$ cat src/rtl/qcore_ctrl_pipe.sv
// rtl/qcore_ctrl_pipe.sv - qcore pipeline-control sequencer for RD/X1/X2/WR register-write descriptors
// Descriptor layout is {addr[6:0], we, src[1:0]}; an all-zero descriptor is a bubble.
module qcore_ctrl_pipe #(
  parameter int CNT_W     = 8,
  parameter int STALL_MAX = 15
) (
  input  logic             clk_i,
  input  logic             rst_i,
  input  logic             id_vld_i,
  input  logic [9:0]       id_reg_i,
  input  logic             id_flag_we_i,
  input  logic             bubble_id_i,
  input  logic             bubble_rd_i,
  input  logic             flush_i,
  input  logic             halt_i,
  input  logic             stall_clr_i,
  output logic [9:0]       rd_reg_o,
  output logic [9:0]       x1_reg_o,
  output logic [9:0]       x2_reg_o,
  output logic [9:0]       wr_reg_o,
  output logic             flag_we_o,
  output logic             en_id_o,
  output logic             en_rd_o,
  output logic [CNT_W-1:0] stall_cnt_o,
  output logic             stall_to_o
);

  localparam logic [CNT_W-1:0] STALL_MAX_V = CNT_W'(STALL_MAX);

  logic             rd_flag_q;
  logic             x1_flag_q;
  logic             x2_flag_q;
  logic             bub_req;
  logic             rd_kill;
  logic             x1_kill;
  logic             set_to;
  logic [CNT_W-1:0] cnt_inc;

  always_comb begin
    en_id_o = 1'b0;
    en_rd_o = 1'b0;
    if (!rst_i && !halt_i) begin
      en_id_o = flush_i | ~(bubble_rd_i | bubble_id_i);
      en_rd_o = flush_i | ~bubble_rd_i;
    end
  end

  // A flush outranks both bubble requests; bubble_rd freezes RD, everything else refills it.
  assign bub_req = bubble_id_i | bubble_rd_i;
  assign x1_kill = flush_i | bubble_rd_i;
  assign rd_kill = flush_i | (~bubble_rd_i & (bubble_id_i | ~id_vld_i));
  assign cnt_inc = (&stall_cnt_o) ? stall_cnt_o : stall_cnt_o + 1'b1;
  assign set_to  = ~halt_i & bub_req & (cnt_inc == STALL_MAX_V);

  assign flag_we_o = rd_flag_q | x1_flag_q | x2_flag_q;

  always_ff @(posedge clk_i) begin
    if (rst_i) begin
      rd_reg_o    <= '0;
      x1_reg_o    <= '0;
      x2_reg_o    <= '0;
      wr_reg_o    <= '0;
      rd_flag_q   <= 1'b0;
      x1_flag_q   <= 1'b0;
      x2_flag_q   <= 1'b0;
      stall_cnt_o <= '0;
      stall_to_o  <= 1'b0;
    end else begin
      if (!halt_i) begin
        wr_reg_o  <= x2_reg_o;
        x2_reg_o  <= x1_reg_o;
        x2_flag_q <= x1_flag_q;
        if (x1_kill) begin
          x1_reg_o  <= '0;
          x1_flag_q <= 1'b0;
        end else begin
          x1_reg_o  <= rd_reg_o;
          x1_flag_q <= rd_flag_q;
        end
        if (rd_kill) begin
          rd_reg_o  <= '0;
          rd_flag_q <= 1'b0;
        end else if (!bubble_rd_i) begin
          rd_reg_o  <= id_reg_i;
          rd_flag_q <= id_flag_we_i;
        end
        stall_cnt_o <= bub_req ? cnt_inc : '0;
      end
      if (set_to) begin
        stall_to_o <= 1'b1;
      end else if (stall_clr_i) begin
        stall_to_o <= 1'b0;
      end
    end
  end

endmodule
$ cat config.mk
export PLATFORM = sky130hd
export DESIGN_NAME = qcore_ctrl_pipe
export DESIGN_NICKNAME = d
export VERILOG_FILES = /design/src/rtl/qcore_ctrl_pipe.sv
export SDC_FILE = /design/constraint.sdc
export NUM_CORES = 1
export LEC_CHECK = 0
export BUFFER_PORTS_ARGS = -buffer_cell sky130_fd_sc_hd__buf_2
export CAP_MARGIN = 40
export CORE_ASPECT_RATIO = 1.5
export CORE_MARGIN = 5
export CORE_UTILIZATION = 49
export CTS_BUF_LIST = sky130_fd_sc_hd__clkbuf_8 sky130_fd_sc_hd__clkbuf_16
export CTS_CLUSTER_DIAMETER = 150
export DETAILED_ROUTE_END_ITERATION = 6
export HOLD_SLACK_MARGIN = 0.05
export PLACE_DENSITY = 0.79
export SLEW_MARGIN = 10
export SYNTH_ARGS = -nofsm -noshare
export SYNTH_HDL_FRONTEND = slang
export SYNTH_SLANG_ARGS = --single-unit
export TNS_END_PERCENT = 1
$ cat constraint.sdc
create_clock -name clk_i -period 1.8 [get_ports clk_i]
set_input_delay 0.45 -clock clk_i [delete_from_list [all_inputs] [get_ports clk_i]]
set_output_delay 0.45 -clock clk_i [all_outputs]
set_load 0.05 [all_outputs]
==> results.cfg, run 1 <==
[clocking]
postCtsSetupBuffers = 0
numCtsBuffers = 5
cts_buffer_depth = 2
clockRootBuffer = clkbuf_8
clk_latency_ns = 0.30
htree_levels = 2
cts_tree = yes
path_clk_slew_ns = 0.09
clkSinkCount = 52

[logic_synthesis]
synth_seq_cells = 52
ys_warn_count = 0
synth_area_per_cell_sq_um = 9.44
async_reset_ff_share_pct = 0
yosysUniqueCellTypes = 37
synth_cells = 217
synthesis.area_sq_um = 2050
ys.flop_type = dfxtp_1
synth_seq_area_share_pct = 50.8
synth.net_count = 237
synth_edf_count = 0

[worst_setup_path]
cp_data_required_time_ns = 1.98
r2r_start = stall_cnt_o[1]
cp.arrival_ns = 1.85
startpoint = stall_cnt_o[1]
end_kind = flip-flop
crit_path_end = stall_cnt_o[6]
crit_type = flip-flop to flip-flop
crit_fanout = 7
reg2reg_slack_ns = 0.13
worstSetupStartpointType = flip-flop
rr_worst_depth = 5
r2r-end = stall_cnt_o[6]

[route]
vias_per_cell = 5.48
vias = 1809
drtIter0Drc = 113
drt_pre_antenna_iters = 4
routedWlPerCell_microns = 14.6
wl_mm = 4.83
antenna_left = 0
drc = 0

[floorplanning]
core-area_sq_um = 3990
die_area_sq_um = 5600
num_rows = 28
ios = 71
die_w_microns = 62.8
die-height_microns = 89.2
initial_core_util_pct = 51.3

[pwr]
powerDensity_nw_per_um2 = 800
sequentialPowerShare_pct = 57.4
p_leak_nw = 1.20
power_frac_clock_pct = 34.3
comb_power_share_pct = 8.3
ir_drop_mv = 0.663
p_int_mw = 1.53
netSwitchingPower_mw = 0.497
switching_share_pct = 24.5

[sta]
finalWorstSetupSlack_ns = 0.131
final_hold_viol_count = 0
min_period_over_period_pct = 92.7
drv_slew = 0
rsz0062_at_grt = false
period_minus_slack_ns = 1.67
maxSlewHeadroom_pct = 74.3
skew_ns = 0.00342
worstMarginPinSlew_ns = 0.385
setup_tns_ns = 0
fmax_mhz = 599
finalSetupViolCount = 0

[final_layout]
area_growth_pct = 23.5
fin_nets = 304
multi_input_area_sq_um = 927
drive_gt1_share_pct = 31.9
antennaDiodeCount = 0
utilization_pct = 63.4
ff_latch_area_sq_um = 1040
fillerInstances = 361

[placement]
gp_congestion = 0.830
pre_cts_slack_ns = 0.149
port-buffer-count = 70
dpl.hpwl_mm = 3.57

[hold_path]
hp-class = input pin to flip-flop
hp-start = id_reg_i[3]

[grt]
grt-ovfl-total = 0
grt_max_degree = 40
grt_pass1_vias = 1769
grt_use_total_pct = 18.0
grt_pass1_wl_mm = 8.18
antenna_found_initial = 0

[outcome]
outcome = complete, no violations

[job]
drv_cap = 0
-- kinds of logic (layout without fill, tap and decap cells) --
| kind of cell | after synthesis | after routing | synth area share (%) |
|---|---|---|---|
| simple gates | 78 | 78 | 17.1 |
| flops | 52 | 52 | 50.8 |
| compound gates | 44 | 44 | 15.6 |
| mux | 22 | 22 | 10.7 |
| buf+inv | 19 | 87 | 4.76 |
| fa+ha+maj | 1 | 1 | 0.610 |
| xor+xnor | 1 | 1 | 0.427 |
-- stage by stage --
step | hold WS, ns | area (sq um) | std cells | power, mW
after floorplan | 0.457 | 2060 | 217 | 1.31
after global placement | 0.434 | 2430 | 322 | 1.35
after detailed placement | 0.439 | 2430 | 322 | 1.36
after CTS | 0.372 | 2530 | 330 | 2.04
after global routing | 0.378 | 2530 | 330 | 2.11
final | 0.378 | 2530 | 330 | 2.02
-- synth_stat cells, types with 2 or more instances --
library cell / number / area share, %
buf_2: 5 / 1.2
a41oi_1: 2 / 0.85
nor3_1: 9 / 2.2
or3_1: 2 / 0.61
nand3_1: 4 / 0.98
nand2_1: 2 / 0.37
a22oi_1: 22 / 8.1
nor2_1: 51 / 9.3
nand4_1: 2 / 0.61
buf_6: 2 / 1.1
clkbuf_1: 7 / 1.3
dfxtp_1: 52 / 51
mux2i_1: 22 / 11
inv_1: 2 / 0.37
and4_1: 2 / 0.85
a21oi_1: 10 / 2.4
-- how the worst min path moves through the flow --
| stage | cells after the start | slack, ns | to |
|---|---|---|---|
| 5_1_grt | 3 | 0.38 | rd_reg_o[6] |
| 3_3_place_gp | 2 | 0.43 | stall_to_o |
| 3_5_place_dp | 2 | 0.44 | stall_to_o |
| 4_1_cts | 3 | 0.37 | rd_reg_o[3] |
| 2_1_floorplan | 2 | 0.46 | x2_flag_q |
| 6_report | 3 | 0.38 | rd_reg_o[3] |
-- metal layers --
layer  global-route usage [%]  up-vias  share of wire [%]  wire, microns
li1                         -      899                  -              -
met1                     19.4      846                 40           1920
met2                     32.5       56                 52           2490
met3                     4.91        8                6.9            335
met4                     8.49        0                1.7             82
met5                        0        -                  0              0
-- cell type report --
| class | count | area share (%) |
|---|---|---|
| clock inverter | 2 | 0.544 |
| inverter | 2 | 0.297 |
| multi-input combinational | 146 | 36.6 |
| timing repair buffer | 77 | 15.9 |
| sequential | 52 | 41.1 |
| clock buffer | 6 | 3.26 |
| tap | 45 | 2.22 |
-- power groups by stage --
stage          combinational (mW)  sequential [mW]  clock (mW)
2_1_floorplan               0.100             1.21           0
3_3_place_gp                0.166             1.19           0
3_5_place_dp                0.168             1.19           0
4_1_cts                     0.168             1.16       0.714
5_1_grt                     0.182             1.16       0.760
6_report                    0.167             1.16       0.695
-- critical path, cell delays in order, from the launching register on --
cell,delay [ns]
dfxtp_1,0.46
ha_2,0.28
nand3_1,0.22
or3_1,0.37
a21oi_1,0.16
nor3_1,0.07
-- registers in the layout, summed over array words and instances, names as in the netlist --
name,flops
x2_flag_q,1
x1_reg_o,10
x1_flag_q,1
rd_reg_o,10
x2_reg_o,10
wr_reg_o,10
rd_flag_q,1
stall_to_o,1
stall_cnt_o,8
-- cells in the final DEF (no fill, tap or decap), drive strengths merged, types with 2 or more instances in the layout --
master / instances
mux2i: 22
a22oi: 22
or3: 2
nand4: 2
nor4: 2
nand3: 4
nor2: 51
nor3: 9
clkbuf: 6
a21oi: 10
inv: 3
and4: 2
a41oi: 2
dfxtp: 52
nand2: 2
buf: 77
-- repair_timing --
action                     in CTS  in global routing
hold buffers                    0                  0
gates resized for setup         0                  1
setup endpoints to repair       0                  1
(Power assumes the default switching activity.)
==> run 2: changes to the inputs <==
Settings changed: CAP_MARGIN 40 to 20, CORE_UTILIZATION 49 to 53, PLACE_DENSITY 0.79 to 0.85.
Clock period 1.8 ns to 2 ns, I/O delays scaled along.
==> run 2 against run 1 <==
  * Setup slack better by 0.14 ns
  * Cell area down 1.0%
  * Global-route usage is 1.6 points higher
  * Die area down 6.5%
  * Final cell count fell by 1.2%
  * Largest power group unchanged
==> results.cfg, run 2 (synthesis gave the netlist of run 1 again) <==
[outcome]
outcome = complete, no violations

[final_layout]
ff_latch_area_sq_um = 1040
area_growth_pct = 22.2
fillerInstances = 328
drive_gt1_share_pct = 31.1
antennaDiodeCount = 0
final_cell_mix = buf_2 (70), dfxtp_1 (52), nor2_1 (50), a22oi_1 (22), mux2i_1 (22)
final_common_cell = buf_2
fin_nets = 302
fin_area_sq_um = 2500
multi_input_area_sq_um = 918

[sta]
maxSlewHeadroom_pct = 65.7
rsz0062_at_grt = false
worstMarginPinSlew_ns = 0.514
finalWorstSetupSlack_ns = 0.274
final_hold_viol_count = 0
drv_slew = 0
period_minus_slack_ns = 1.73
fmax_mhz = 579
holdWs_ns = 0.425
skew_ns = 0.0101
finalSetupViolCount = 0
min_period_over_period_pct = 86.3

[grt]
grt-ovfl-total = 0
grt_pass1_wl_mm = 7.98
grt_max_degree = 49
grt_pass1_vias = 1767
grt_use_total_pct = 19.5
antenna_found_initial = 0

[worst_setup_path]
reg2reg_slack_ns = 0.31
cp.arrival_ns = 1.23
crit_slowest_cell = or3_1
cp_data_required_time_ns = 1.50
crit_type = flip-flop to primary output
worstPathBufferInverterCount = 1
rr_worst_depth = 5
r2r_start = stall_cnt_o[1]
end_kind = primary output
crit_family = simple AND/OR/NAND/NOR gates
crit_fanout = 3
crit_chain = or3_1, buf_2
r2r-end = stall_cnt_o[6]
critPathMaxStageDelay_ns = 0.38
worstSetupStartpointType = flip-flop

[clocking]
htree_levels = 2
postCtsSetupBuffers = 0
cts_resized = 0
clkSinkCount = 52
clockRootBuffer = clkbuf_8
cts_tree = yes
ctsHoldBuffers = 0
clk_latency_ns = 0.31
path_clk_slew_ns = 0.10
numCtsBuffers = 5
cts_buffer_depth = 2

[placement]
port-buffer-count = 70
gp_congestion = 0.853
pre_cts_slack_ns = 0.289
dpl.hpwl_mm = 3.31
place_area_sq_um = 2410

[pwr]
ir_drop_mv = 0.597
power_frac_clock_pct = 34.4
sequentialPowerShare_pct = 57.6
p_leak_nw = 1.19
powerDensity_nw_per_um2 = 724
comb_power_share_pct = 8.0
switching_share_pct = 24.4
netSwitchingPower_mw = 0.443
p_int_mw = 1.37

[route]
wl_mm = 4.66
drt_pre_antenna_iters = 4
antenna_left = 0
vias = 1791
drtIter0Drc = 82
wl_met1_mm = 1.97
routedWlPerCell_microns = 14.3
dr_wl_met3_microns = 304
vias_per_cell = 5.49
drc = 0
dr_wl_met2_mm = 2.30
highest_layer = met4

[floorplanning]
initial_core_util_pct = 55.2
num_rows = 27
ios = 71
die-height_microns = 86.2
core-area_sq_um = 3720
die_w_microns = 60.8
die_area_sq_um = 5240

[hold_path]
hold-path-cell-count = 3
hold_end = rd_reg_o[0]
hp-start = id_reg_i[0]
hp-class = input pin to flip-flop

[job]
drv_cap = 0
==> run 2: cell type report <==
class,instances,share of cell area (%)
inverters,2,0.300
repair buffers,75,15.5
clock buffers,6,3.30
clock inverters,2,0.549
flip-flops and latches,52,41.6
well taps,43,2.15
multi-input cells,146,36.7
==> run 2: worst max-delay path by stage <==
stage / startpoint / end / cells past startpoint
2_1_floorplan: rst_i / en_id_o / 3
3_3_place_gp: halt_i / en_rd_o / 4
3_5_place_dp: halt_i / en_rd_o / 4
4_1_cts: x1_flag_q / flag_we_o / 2
5_1_grt: bubble_rd_i / en_id_o / 5
6_report: x1_flag_q / flag_we_o / 2
==> run 2: tightest hold or removal path: stages <==
cell and delay, ns:
buf_2 0.07, a22oi_1 0.05, nor2_1 0.07
==> run 2: layer usage <==
metal  vias to the layer above  GRT usage [%]
met3                         9           5.27
met2                        50           32.4
met1                       826           23.8
met5                         -              0
li1                        906              -
met4                         0           6.51
==> run 2: power groups by stage <==
stage	clock, mW	sequential [mW]	combinational, mW
after floorplan	0	1.09	0.0885
after detailed placement	0	1.07	0.145
after global routing	0.690	1.05	0.159
after global placement	0	1.07	0.144
after CTS	0.637	1.05	0.146
final	0.623	1.05	0.145
==> run 2: stage by stage <==
| step | TNS [ns] | util (%) | power, mW | instances |
|---|---|---|---|---|
| finish | 0 | 67.4 | 1.81 | 326 |
| global placement | 0 | 64.8 | 1.21 | 318 |
| floorplan | -0.0670 | - | 1.17 | 217 |
| CTS | 0 | 67.4 | 1.83 | 326 |
| detailed placement | 0 | 64.8 | 1.22 | 318 |
| global route | 0 | 67.4 | 1.90 | 326 |
